### src/rtl/inst_fetcher_pkg.sv
// Shared constants and types for the instruction fetch front end.
// Opcode encodings follow the RV32I base ISA.
package inst_fetcher_pkg;

   localparam logic [6:0] LD_TYPE   = 7'b0000011;
   localparam logic [6:0] S_TYPE    = 7'b0100011;
   localparam logic [6:0] OP_JAL    = 7'b1101111;
   localparam logic [6:0] OP_JALR   = 7'b1100111;
   localparam logic [6:0] OP_BRANCH = 7'b1100011;

   localparam int IQ_INST_W  = 32;
   localparam int IQ_PC_W    = 32;
   localparam int IQ_ENTRY_W = IQ_INST_W + IQ_PC_W + 1 + IQ_PC_W;

   typedef enum logic [0:0] {
      S_FETCH     = 1'b0,
      S_JALR_WAIT = 1'b1
   } fetch_state_e;

   typedef struct packed {
      logic [IQ_INST_W-1:0] inst;
      logic [IQ_PC_W-1:0]   pc;
      logic                 pred_taken;
      logic [IQ_PC_W-1:0]   pred_pc;
   } iq_entry_t;

endpackage

### src/rtl/inst_fetcher_inst_queue.sv
// Circular FIFO of predicted instruction entries between fetch and decode.
// Head entry is presented combinationally; an empty queue presents all zeros.
module inst_queue
   import inst_fetcher_pkg::*;
#(
   parameter int ADDR_W = 3
)
(
   input  logic            clk_in,
   input  logic            rst_in,
   input  logic            clear,
   input  logic            push,
   input  logic            pop,
   input  iq_entry_t       wr_data,
   output iq_entry_t       rd_data,
   output logic [ADDR_W:0] count
);

   localparam int DEPTH = 1 << ADDR_W;
   localparam logic [ADDR_W:0] DEPTH_C = (ADDR_W+1)'(DEPTH);

   iq_entry_t         mem_r [DEPTH];
   logic [ADDR_W-1:0] head_r;
   logic [ADDR_W-1:0] tail_r;
   logic [ADDR_W:0]   count_r;
   logic              empty_s;
   logic              full_s;
   logic              pop_s;

   assign empty_s = (count_r == (ADDR_W+1)'(0));
   assign full_s  = (count_r == DEPTH_C);
   assign pop_s   = pop && !empty_s;
   assign count   = count_r;

   // Storage array; contents need no reset because reads are masked when empty.
   always_ff @(posedge clk_in) begin
      if (push) begin
         mem_r[tail_r] <= wr_data;
      end
   end

   // Pointers wrap naturally; count tracks the simultaneous push/pop case.
   always_ff @(posedge clk_in or posedge rst_in) begin
      if (rst_in) begin
         head_r  <= ADDR_W'(0);
         tail_r  <= ADDR_W'(0);
         count_r <= (ADDR_W+1)'(0);
      end else if (clear) begin
         head_r  <= ADDR_W'(0);
         tail_r  <= ADDR_W'(0);
         count_r <= (ADDR_W+1)'(0);
      end else begin
         if (push) begin
            tail_r <= tail_r + ADDR_W'(1);
         end
         if (pop_s) begin
            head_r <= head_r + ADDR_W'(1);
         end
         case ({push, pop_s})
            2'b10:   count_r <= count_r + (ADDR_W+1)'(1);
            2'b01:   count_r <= count_r - (ADDR_W+1)'(1);
            default: count_r <= count_r;
         endcase
      end
   end

   // Head read, forced to zero when nothing is queued.
   always_comb begin
      rd_data = iq_entry_t'({IQ_ENTRY_W{1'b0}});
      if (!empty_s) begin
         rd_data = mem_r[head_r];
      end else begin
         rd_data = iq_entry_t'({IQ_ENTRY_W{1'b0}});
      end
   end

   inst_queue_chk #(.ADDR_W(ADDR_W)) u_chk (
      .clk_in (clk_in),
      .rst_in (rst_in),
      .push   (push),
      .full   (full_s)
   );

endmodule

### src/rtl/inst_queue_chk.sv
// Simulation-only checks on the instruction queue handshake.
module inst_queue_chk
#(
   parameter int ADDR_W = 3
)
(
   input logic clk_in,
   input logic rst_in,
   input logic push,
   input logic full
);

   // The fetcher never has a request outstanding when the queue is full.
   a_no_push_when_full: assert property (@(posedge clk_in) disable iff (rst_in) !(push && full))
      else $error("inst_queue: push while full (ADDR_W=%0d)", ADDR_W);

endmodule

### src/rtl/inst_fetcher.sv
// Instruction fetch front end: one outstanding fetch, static next-PC prediction,
// and an instruction queue feeding the decoder.
module inst_fetcher
   import inst_fetcher_pkg::*;
#(
   parameter int          IQ_ADDR_W = 3,
   parameter logic [31:0] RESET_PC  = 32'h0
)
(
   input  logic        clk_in,
   input  logic        rst_in,
   input  logic        rdy_in,
   input  logic        rob_clear_up,
   input  logic [31:0] rob_new_pc,
   input  logic        jalr_resolved,
   input  logic [31:0] jalr_target,
   output logic        should_fetch,
   output logic [31:0] pc,
   input  logic        fetch_ready,
   input  logic [31:0] inst,
   input  logic [31:0] inst_addr,
   output logic        iq_valid,
   output logic [31:0] iq_inst,
   output logic [31:0] iq_pc,
   output logic        iq_pred_taken,
   output logic [31:0] iq_pred_pc,
   input  logic        dec_pop
);

   localparam logic [IQ_ADDR_W:0] IQ_DEPTH = (IQ_ADDR_W+1)'(1) << IQ_ADDR_W;

   fetch_state_e       state_r;
   logic [31:0]        fetch_pc_r;
   logic [IQ_ADDR_W:0] iq_count_s;
   logic               accept_s;
   logic               pop_s;
   logic               is_jalr_s;
   logic               pred_taken_s;
   logic [31:0]        pred_pc_s;
   logic [31:0]        j_imm_s;
   logic [31:0]        b_imm_s;
   iq_entry_t          push_entry_s;
   iq_entry_t          head_s;

   // Requests stay asserted while waiting: count cannot grow until a response lands.
   assign should_fetch = !rst_in && (state_r == S_FETCH) && (iq_count_s < IQ_DEPTH);
   assign pc           = fetch_pc_r;

   assign accept_s = rdy_in && !rob_clear_up && fetch_ready
                     && (state_r == S_FETCH) && (inst_addr == fetch_pc_r);
   assign pop_s    = rdy_in && !rob_clear_up && dec_pop;

   // Static prediction: JAL taken, backward branch taken, JALR stalls fetch.
   always_comb begin
      j_imm_s      = {{12{inst[31]}}, inst[19:12], inst[20], inst[30:21], 1'b0};
      b_imm_s      = {{20{inst[31]}}, inst[7], inst[30:25], inst[11:8], 1'b0};
      pred_taken_s = 1'b0;
      pred_pc_s    = inst_addr + 32'd4;
      is_jalr_s    = 1'b0;
      case (inst[6:0])
         OP_JAL: begin
            pred_taken_s = 1'b1;
            pred_pc_s    = inst_addr + j_imm_s;
         end
         OP_BRANCH: begin
            if (inst[31]) begin
               pred_taken_s = 1'b1;
               pred_pc_s    = inst_addr + b_imm_s;
            end else begin
               pred_taken_s = 1'b0;
               pred_pc_s    = inst_addr + 32'd4;
            end
         end
         OP_JALR: begin
            is_jalr_s = 1'b1;
         end
         default: begin
            pred_taken_s = 1'b0;
            pred_pc_s    = inst_addr + 32'd4;
         end
      endcase
   end

   assign push_entry_s = '{inst: inst, pc: inst_addr, pred_taken: pred_taken_s, pred_pc: pred_pc_s};

   // Fetch sequencing; a ROB flush overrides everything, including a frozen pipeline.
   always_ff @(posedge clk_in or posedge rst_in) begin
      if (rst_in) begin
         state_r    <= S_FETCH;
         fetch_pc_r <= RESET_PC;
      end else if (rob_clear_up) begin
         state_r    <= S_FETCH;
         fetch_pc_r <= rob_new_pc;
      end else if (!rdy_in) begin
         state_r    <= state_r;
         fetch_pc_r <= fetch_pc_r;
      end else begin
         case (state_r)
            S_FETCH: begin
               if (accept_s && is_jalr_s) begin
                  state_r <= S_JALR_WAIT;
               end else if (accept_s) begin
                  fetch_pc_r <= pred_pc_s;
               end else begin
                  state_r <= S_FETCH;
               end
            end
            S_JALR_WAIT: begin
               if (jalr_resolved) begin
                  fetch_pc_r <= jalr_target;
                  state_r    <= S_FETCH;
               end else begin
                  state_r <= S_JALR_WAIT;
               end
            end
            default: begin
               state_r <= S_FETCH;
            end
         endcase
      end
   end

   inst_queue #(.ADDR_W(IQ_ADDR_W)) u_iq (
      .clk_in  (clk_in),
      .rst_in  (rst_in),
      .clear   (rob_clear_up),
      .push    (accept_s),
      .pop     (pop_s),
      .wr_data (push_entry_s),
      .rd_data (head_s),
      .count   (iq_count_s)
   );

   assign iq_valid      = (iq_count_s != (IQ_ADDR_W+1)'(0));
   assign iq_inst       = head_s.inst;
   assign iq_pc         = head_s.pc;
   assign iq_pred_taken = head_s.pred_taken;
   assign iq_pred_pc    = head_s.pred_pc;

endmodule

### config.mk
export PLATFORM = sky130hd
export DESIGN_NAME = inst_fetcher
export DESIGN_NICKNAME = d
export VERILOG_FILES = /design/src/rtl/inst_fetcher_pkg.sv /design/src/rtl/inst_fetcher_inst_queue.sv /design/src/rtl/inst_queue_chk.sv /design/src/rtl/inst_fetcher.sv
export SDC_FILE = /design/constraint.sdc
export NUM_CORES = 1
export LEC_CHECK = 0
export BUFFER_PORTS_ARGS = -buffer_cell sky130_fd_sc_hd__buf_2
export CAP_MARGIN = 20
export CORE_AREA = 4 4 252 254
export DETAILED_ROUTE_END_ITERATION = 8
export DIE_AREA = 0 0 256 258
export GPL_TIMING_DRIVEN = 1
export PLACE_DENSITY = 0.79
export SKIP_CTS_REPAIR_TIMING = 1
export SLEW_MARGIN = 20
export SYNTH_ARGS = -nofsm -noshare
export SYNTH_HDL_FRONTEND = slang
export SYNTH_SLANG_ARGS = --single-unit
export TNS_END_PERCENT = 100
### constraint.sdc
create_clock -name clk_in -period 11.9 [get_ports clk_in]
set_input_delay 0.595 -clock clk_in [delete_from_list [all_inputs] [get_ports clk_in]]
set_output_delay 0.595 -clock clk_in [all_outputs]
set_load 0.05 [all_outputs]
Yosys cells after proc, flatten, opt, wreduce, memory -nomap -nowiden --
Memories as Yosys holds them, arrays and structs flattened. Index checks and enable logic that the tools add are counted.
Word-level totals: bits in registers 43, bits in writable memories 776, input bits 135, output and inout port bits 131, word-level logic and storage cells 68, memories kept 1
Cells by class: $add $sub $neg 7, order comparisons 1, equality and inequality tests 9, muxes and demuxes 25, bitwise logic cells 1, reduce and logical (&&, ||, !) cells 19
Memories:
- u_iq.mem_r | depth 8, width 97, read ports 1, clocked after Yosys merged registers in 0, wr ports 1, line inst_fetcher_inst_queue.sv:22 | iq_entry_t mem_r [DEPTH];
Operators by type and width (number):
- $mux 32 | 6
- $pmux 32 s2 | 2
- $mux 97 | 1
- $add 32x32->32 | 2
- $add 32x3->32 const B | 1
- $eq 32x32->1 | 1
- $eq 7x7->1 const B | 3
- $mux 3 | 4
- $logic_and 1x1->1 | 9
- $ne 3x3->1 const B | 3
- $mux 1 | 8
- $pmux 4 s2 | 1
- $add 3x1->3 const B | 2
- $reduce_bool 2->1 | 3
- $add 4x1->4 const B | 1
- $logic_not 4->1 | 1
- $lt 4x4->1 const B | 1
- $mux 4 | 1
- $pmux 1 s2 | 2
- $reduce_and 4->1 | 1
- $reduce_bool 4->1 | 1
- $sub 4x1->4 const B | 1
- $logic_not 1->1 | 3
- $reduce_bool 3->1 | 1
- 3 further kinds | 3

Longest topological paths before layout --
Gate-level depths: netlist of the first run.
depth after elaboration 10, mapped depth 14, mapped depth without buffers 12

Hierarchy --
From an unflattened synthesis of the first run, not the netlist that was laid out.
Unflattened totals: cells, all modules 2182, area, all modules 36301.1 um^2
By module, submodules not included:
- inst_queue | instances 1, cells each 1299, area each 29950.0 um^2, sequential area each 23552.6 um^2
- inst_fetcher | instances 1, cells each 883, area each 6351.1 um^2, sequential area each 825.8 um^2

Worst setup path after synthesis of the first run --
Ideal clock, no wire load.
path kind reg2reg, start register fetch_pc_r[8] (netlist: pc[8]), end memory u_iq.mem_r[2][10] (netlist bit), enable pin, library setup time 0.688 ns, arrival 8.837 ns, required time 11.212 ns, setup slack 2.374 ns, stages on the path, launching flop included 7, buffers on the path 0, period minus slack after synthesis 9.526 ns, cell sequence dfrtp_1 xor2_1 nor4_1 nand4_1 nor4_1 nand2b_1 nor3b_1
On the way: word-level cells in the longest chain between the ends 4
Ends and longest elaborated chain:
- start: declaration | line inst_fetcher.sv:33 | logic [31:0] fetch_pc_r;
- start signal: assignment | line inst_fetcher.sv:93 | fetch_pc_r <= rob_new_pc;
- start signal: assignment | line inst_fetcher.sv:96 | fetch_pc_r <= fetch_pc_r;
- start signal: assignment | line inst_fetcher.sv:103 | fetch_pc_r <= pred_pc_s;
- $eq 32x32->1 | line inst_fetcher.sv:50 | && (state_r == S_FETCH) && (inst_addr == fetch_pc_r);
- $logic_and 1x1->1 | line inst_fetcher.sv:50
- $mux 1 | line inst_fetcher_inst_queue.sv:37 | if (push) begin
- $mux 1 (not written as such) | line inst_fetcher_inst_queue.sv:38 | mem_r[tail_r] <= wr_data;
- end: declaration | line inst_fetcher_inst_queue.sv:22
Every way passes these cells.

Worst setup path after layout of the first run --
start register u_iq.head_r[1], end output port iq_inst[17]
On the way: word-level cells in the longest chain between the ends 2
Ends and longest elaborated chain:
- start: declaration | line inst_fetcher_inst_queue.sv:23 | logic [ADDR_W-1:0] head_r;
- start signal: assignment | line inst_fetcher_inst_queue.sv:57 | head_r <= head_r + ADDR_W'(1);
- $mem_v2 8x97
- $mux 97 | line inst_fetcher_inst_queue.sv:70 | if (!empty_s) begin
- end: declaration | line inst_fetcher.sv:23 | output logic [31:0] iq_inst,
Every way passes these cells.

==> results of run 1 <==
==> kinds of logic after synthesis <==
family | count (synthesis) | synth area share
flip-flops | 811 | 0.662
AND/OR/NAND/NOR | 480 | 0.0629
XOR/XNOR | 90 | 0.0216
buffers and inverters | 146 | 0.0186
multiplexers | 307 | 0.150
AO/OA/AOI/OAI | 347 | 0.0655
adder cells (fa/ha/maj) | 52 | 0.0185
==> worst min-delay path by stage <==
stage                        startpoint       endpoint  slack (ps)  cells past startpoint
after floorplan           u_iq.count[2]  u_iq.count[2]         510                      1
after global placement            pc[0]          pc[0]         530                      2
after detailed placement          pc[0]          pc[0]         550                      2
after CTS                        rst_in        state_r         210                      2
after global routing             rst_in          pc[1]         160                      2
final                            rst_in          pc[1]         120                      2
==> layer usage <==
metal	wire length, um	vias to the layer above	share of wire
met4	2640	6	0.026
met2	49800	1389	0.49
met5	39	-	0.00038
met1	39300	11630	0.39
li1	-	9524	-
met3	10000	185	0.099
==> metrics by stage <==
step	instance area [um2]	std cells	util	setup slack [ps]
5_1_grt	41300	3362	0.675	6450
6_report	41300	3364	0.675	6620
2_1_floorplan	36400	2233	-	2370
4_1_cts	41300	3361	0.675	6630
3_3_place_gp	38600	3212	0.630	7310
3_5_place_dp	38600	3212	0.630	7230
==> area by class of cell <==
type                    count  area, um2  area share
flip-flops and latches    811      24100       0.584
multi-input cells        1276      11700       0.283
clock buffers              96       2130      0.0516
repair buffers            308       1660      0.0402
well taps                 790        988      0.0239
clock inverters            53        601      0.0145
inverters                  27        103     0.00248
diodes                      3       7.51    0.000182
==> power breakdown <==
group | internal (W) | leakage (nW) | switching, W | total (W)
sequential | 0.00314 | 7.42 | 0.0000298 | 0.00317
clock | 0.00148 | 1.32 | 0.00112 | 0.00260
combinational | 0.000279 | 5.17 | 0.000776 | 0.00106
total | 0.00490 | 13.9 | 0.00192 | 0.00682
==> worst max-delay path: stages (launching register included) <==
cell	delay [ps]
dfrtp_4	970
buf_4	890
buf_4	930
mux4_2	430
mux2i_1	280
nor2_1	100
buf_2	250
==> state kept, by name, summed over array words and instances, names as in the netlist <==
name / cells
u_iq.mem_r: 768
pc: 32
u_iq.count: 4
u_iq.head_r: 3
u_iq.tail_r: 3
state_r: 1
==> layout by cell type (no fill, tap or decap), types with 16 or more instances in the layout <==
cell,instances
o21a_1,21
mux2i_1,112
o211ai_1,16
nor2_1,200
o21ai_0,56
o22ai_1,21
dfrtp_1,40
nor3_1,18
a21oi_1,73
xnor2_1,24
inv_1,24
nand2_1,85
ha_1,49
mux4_2,192
edfxtp_1,768
nand4_1,27
buf_4,42
nand3_1,38
xor2_1,66
buf_2,265
clkbuf_16,81
and3_1,19
==> reports/qor.txt, run 1 <==
Status: finished, final reports clean
Clock period minus worst slack: 5280 ps
R2R Path Start: state_r
Share of cells above drive strength 1: 0.264
Syn Nets: 2420
Die height: 258 um
Largest net degree at the start of global routing: 112
Area leader, netlist: edfxtp_1
EDFF count, synth: 768
Io pins: 266
Reg2reg setup slack: 7610 ps
Cell Area, Synth: 36400 um2
Initial antenna violation count: 7
Setup TNS: 0 ps
Initial core utilization: 0.595
Top FF cell, synth: edfxtp_1
Top post-synthesis cells by area: edfxtp_1 (63%), mux4_2 (12%), mux2i_1 (3.1%), dfrtp_1 (3.0%), nor2_1 (2.1%)
Avg Synthesized Cell Area: 16.3 um2
RSZ-0062 raised after global routing: false
Synth cell count leaders: edfxtp_1 (768), nor2_1 (202), mux4_2 (192)
Max_cap viols: 0
Arr. time, crit path: 4690 ps
# rows: 91
CP startpoint: u_iq.head_r[1]
Vias per std cell: 6.76
Total track usage: 0.308
Drt pass-1 iters: 6
Met1 global-route usage: 0.434
Tcrit/Tclk final: 0.444
Cells after Synth: 2233
Cell Pwr Density: 165 nW/um2
Count leader, synth: edfxtp_1
CP Capture Type: output port
P&R area growth vs syn: 13.4%
Peak Freq: 189 MHz
Dpl hpwl: 65.7 mm
Wirelength, routed: 102 mm
Reg2Reg Capture Point: u_iq.mem_r[0][47]
GPL Wtd Cong: 0.937
Yosys cell types: 94
Fill cell count: 4024
Data required, critical path: 11310 ps
Post-synthesis sequential element count: 811
First-pass GRT wire length: 152 mm
CTS Sinks: 811
CTS tree: yes
DRC errors left: 0
Maximum fanout along the worst path: 69
Initial DRC Count: 2730
Die Area: 66000 um2
Via count: 22734
Grt total ovfl: 0
WL/cell: 30.3 um
CP startpoint kind: flop
Slew HR: 0.221
YS warnings: 0
# H-tree levels: 3
Number of global-route vias before repair: 22619
GR Util met3: 0.0690
Port bufs: 265
Total power: 0.00682 W
Final setup fails: 0
Worst setup path endpoint: iq_inst[17]
Worst hold slack: 115 ps
Max VDD drop: 0.000180 V
Clock latency on the worst-skew pair: 650 ps
Met2 Resource Use GR: 0.499
Max-slew violation count: 0
CTS Root Buffer Type: clkbuf_16
Worst-Margin Slew: 1160 ps
Sequential fraction of the synthesis area: 0.662
CTS clk-pin slew, worst paths: 70 ps
Chip width: 256 um
Total Nets Final: 2692
Ys async rst share: 0.0530
Longest Clk Path Bufs: 3
Setup CP Type: reg -> out
Final count of hold timing violations: 0
Yosys top cell area share: 0.633
Final ANT Viol Nets: 0
Worst min-delay path class: in -> async
Static leakage: 13.9 nW
Clock skew: 32.2 ps
Gr busiest metal: met2
FF-to-FF path depth: 9
Core ar.: 61300 um2
TritonCTS Buffers: 81
Power figures use the tool's default switching activity.
==> run 2, diff against run 1 <==
==> constraint.sdc (replaced) <==
create_clock -name clk_in -period 5.5 [get_ports clk_in]
set_input_delay 0.275 -clock clk_in [delete_from_list [all_inputs] [get_ports clk_in]]
set_output_delay 0.275 -clock clk_in [all_outputs]
set_load 0.05 [all_outputs]
==> reports/qor.txt, run 2 (synthesis results as in run 1) <==
CP cell instances: nor4bb_1 -> nor2b_1 -> nand4_1 -> nor4_2 -> buf_4 -> nand2_1 -> a21boi_2 -> o21ai_0 -> o21ai_1 -> dlygate4sd3_1
Gr busiest metal: met2
P&R area growth vs syn: 14.8%
Worst-Margin Slew: 1170 ps (+10.8 ps)
Commonest non-fill, non-tap cell in the layout: edfxtp_1
Met1 global-route usage: 0.413 (-0.0215)
GR Util met3: 0.0489 (-0.0201)
Initial DRC Count: 2465 (-9.7%)
HP Start: inst[22]
Cell Pwr Density: 355 nW/um2 (+120%)
Max VDD drop: 0.000299 V (+66%)
Crit path max-delay cell type: dfrtp_1
Number of global-route vias before repair: 22770 (+0.67%)
Buf+Inv Stages, Crit Path: 2 (-1)
Slew HR: 0.217 (-0.00381)
Worst min-delay path class: in -> reg
CP startpoint kind: flop
Final setup fails: 0 (unchanged)
Reg2reg setup slack: 1180 ps (-6430 ps)
Final worst slack: 1180 ps (-5440 ps)
Max FFs per register: 768 (unchanged)
Port bufs: 265 (unchanged)
Grt total ovfl: 0 (unchanged)
Vias per std cell: 6.66 (-1.4%)
Longest Clk Path Bufs: 3 (unchanged)
TritonCTS Buffers: 82 (+1.2%)
Clock skew: 26.8 ps (-5.43 ps)
# H-tree levels: 3 (unchanged)
CP max stage delay: 780 ps (-190 ps)
FF-to-FF path depth: 10 (+1)
Status: finished, violations left
CTS clk-pin slew, worst paths: 60 ps (about the same)
Die height: 258 um (unchanged)
Final ANT Viol Nets: 0 (unchanged)
First-pass GRT wire length: 148 mm (-2.1%)
Wirelength, routed: 99.8 mm (-2.0%)
Total power: 0.0149 W (+120%)
Data required, critical path: 6060 ps (-5250 ps)
Tcrit/Tclk final: 0.786
Maximum fanout along the worst path: 24 (-65%)
Initial antenna violation count: 3 (-4)
Setup TNS: 0 ps (unchanged)
CTS tree: yes
Worst hold slack: -10.0 ps (-125 ps)
Drt pass-1 iters: 6 (unchanged)
GPL Wtd Cong: 0.937 (about the same)
Met2 Resource Use GR: 0.506 (+0.00702)
Clock period minus worst slack: 4320 ps
Core ar.: 61300 um2 (unchanged)
CP startpoint: state_r
Largest reg by FF count: u_iq.mem_r
Initial core utilization: 0.595 (unchanged)
Chip width: 256 um (unchanged)
Total track usage: 0.301 (-0.00700)
Dpl hpwl: 63.2 mm (-3.8%)
Arr. time, crit path: 4890 ps (+200 ps)
Peak Freq: 231 MHz
Die Area: 66000 um2 (unchanged)
Cell count along the critical path: 10 (+4)
CTS Sinks: 811 (unchanged)
CTS Root Buffer Type: clkbuf_16
FF/Latch Area: 24100 um2 (unchanged)
CP Capture Type: flop
Hold-critical path depth: 1
Share of cells above drive strength 1: 0.260 (-0.00434)
R2R Path Start: state_r
Setup CP Type: reg -> reg
Max_cap viols: 0 (unchanged)
Via count: 22662 (-0.32%)
Crit-path leading delay family: simple AND/OR/NAND/NOR gates
Max-slew violation count: 0 (unchanged)
Fill cell count: 3985 (-0.97%)
Final count of hold timing violations: 5 (+5)
DRC errors left: 0 (unchanged)
Commonest cells after routing, fill and taps aside: edfxtp_1 (768), buf_2 (265), nor2_1 (200)
# rows: 91 (unchanged)
Footprint of the multi-input gates: 11700 um2 (+0.30%)
Static leakage: 14.1 nW (+1.3%)
WL/cell: 29.3 um (-3.1%)
Largest net degree at the start of global routing: 97 (-13%)
Total Nets Final: 2729 (+1.4%)
Io pins: 266 (unchanged)
Failing checks: hold timing
RSZ-0062 raised after global routing: false
Clock latency on the worst-skew pair: 640 ps (about the same)
DP Worst Slack: 1610 ps (-5620 ps)
## run 2: final timing paths
check | endpoint
max | pc[9]
max reg2reg | pc[9]
min | u_iq.mem_r[7][87]
max in group asynchronous | u_iq.head_r[0]
min in group asynchronous | pc[4]
min reg2reg | pc[3]
## run 2: report_power, final
group	total, W	internal, W	leakage [nW]	switching [W]
Clock	0.00571	0.00336	1.36	0.00235
Sequential	0.00686	0.00679	7.42	0.0000621
Combinational	0.00230	0.000626	5.32	0.00168
## run 2: worst register-to-register path: stages (launching register included)
cell	delay, ps
dfrtp_1	780
nor4bb_1	520
nor2b_1	190
nand4_1	160
nor4_2	330
buf_4	250
nand2_1	260
a21boi_2	780
o21ai_0	230
o21ai_1	190
dlygate4sd3_1	580
## run 2: area by class of cell
type / instances / area share
antenna: 2 / 0.000120
clock buffer: 102 / 0.0533
clock inverter: 50 / 0.0130
inverter: 27 / 0.00245
multi-input combinational: 1276 / 0.280
sequential: 811 / 0.577
tap: 790 / 0.0236
timing repair buffer: 344 / 0.0503
## run 2: through the flow
stage	cells	cell area (um2)	util	hold slack, ps
3_3_place_gp	3209	38700	0.631	520
6_report	3402	41800	0.683	-10.0
2_1_floorplan	2233	36500	-	374
3_5_place_dp	3209	38700	0.631	529
5_1_grt	3401	41800	0.683	-0.344
4_1_cts	3361	41500	0.677	-107
## run 2: routing by layer
layer,vias up,routed length [um]
met5,-,10
met4,2,3120
met3,204,7940
met2,1255,50300
met1,11617,38400
li1,9584,-
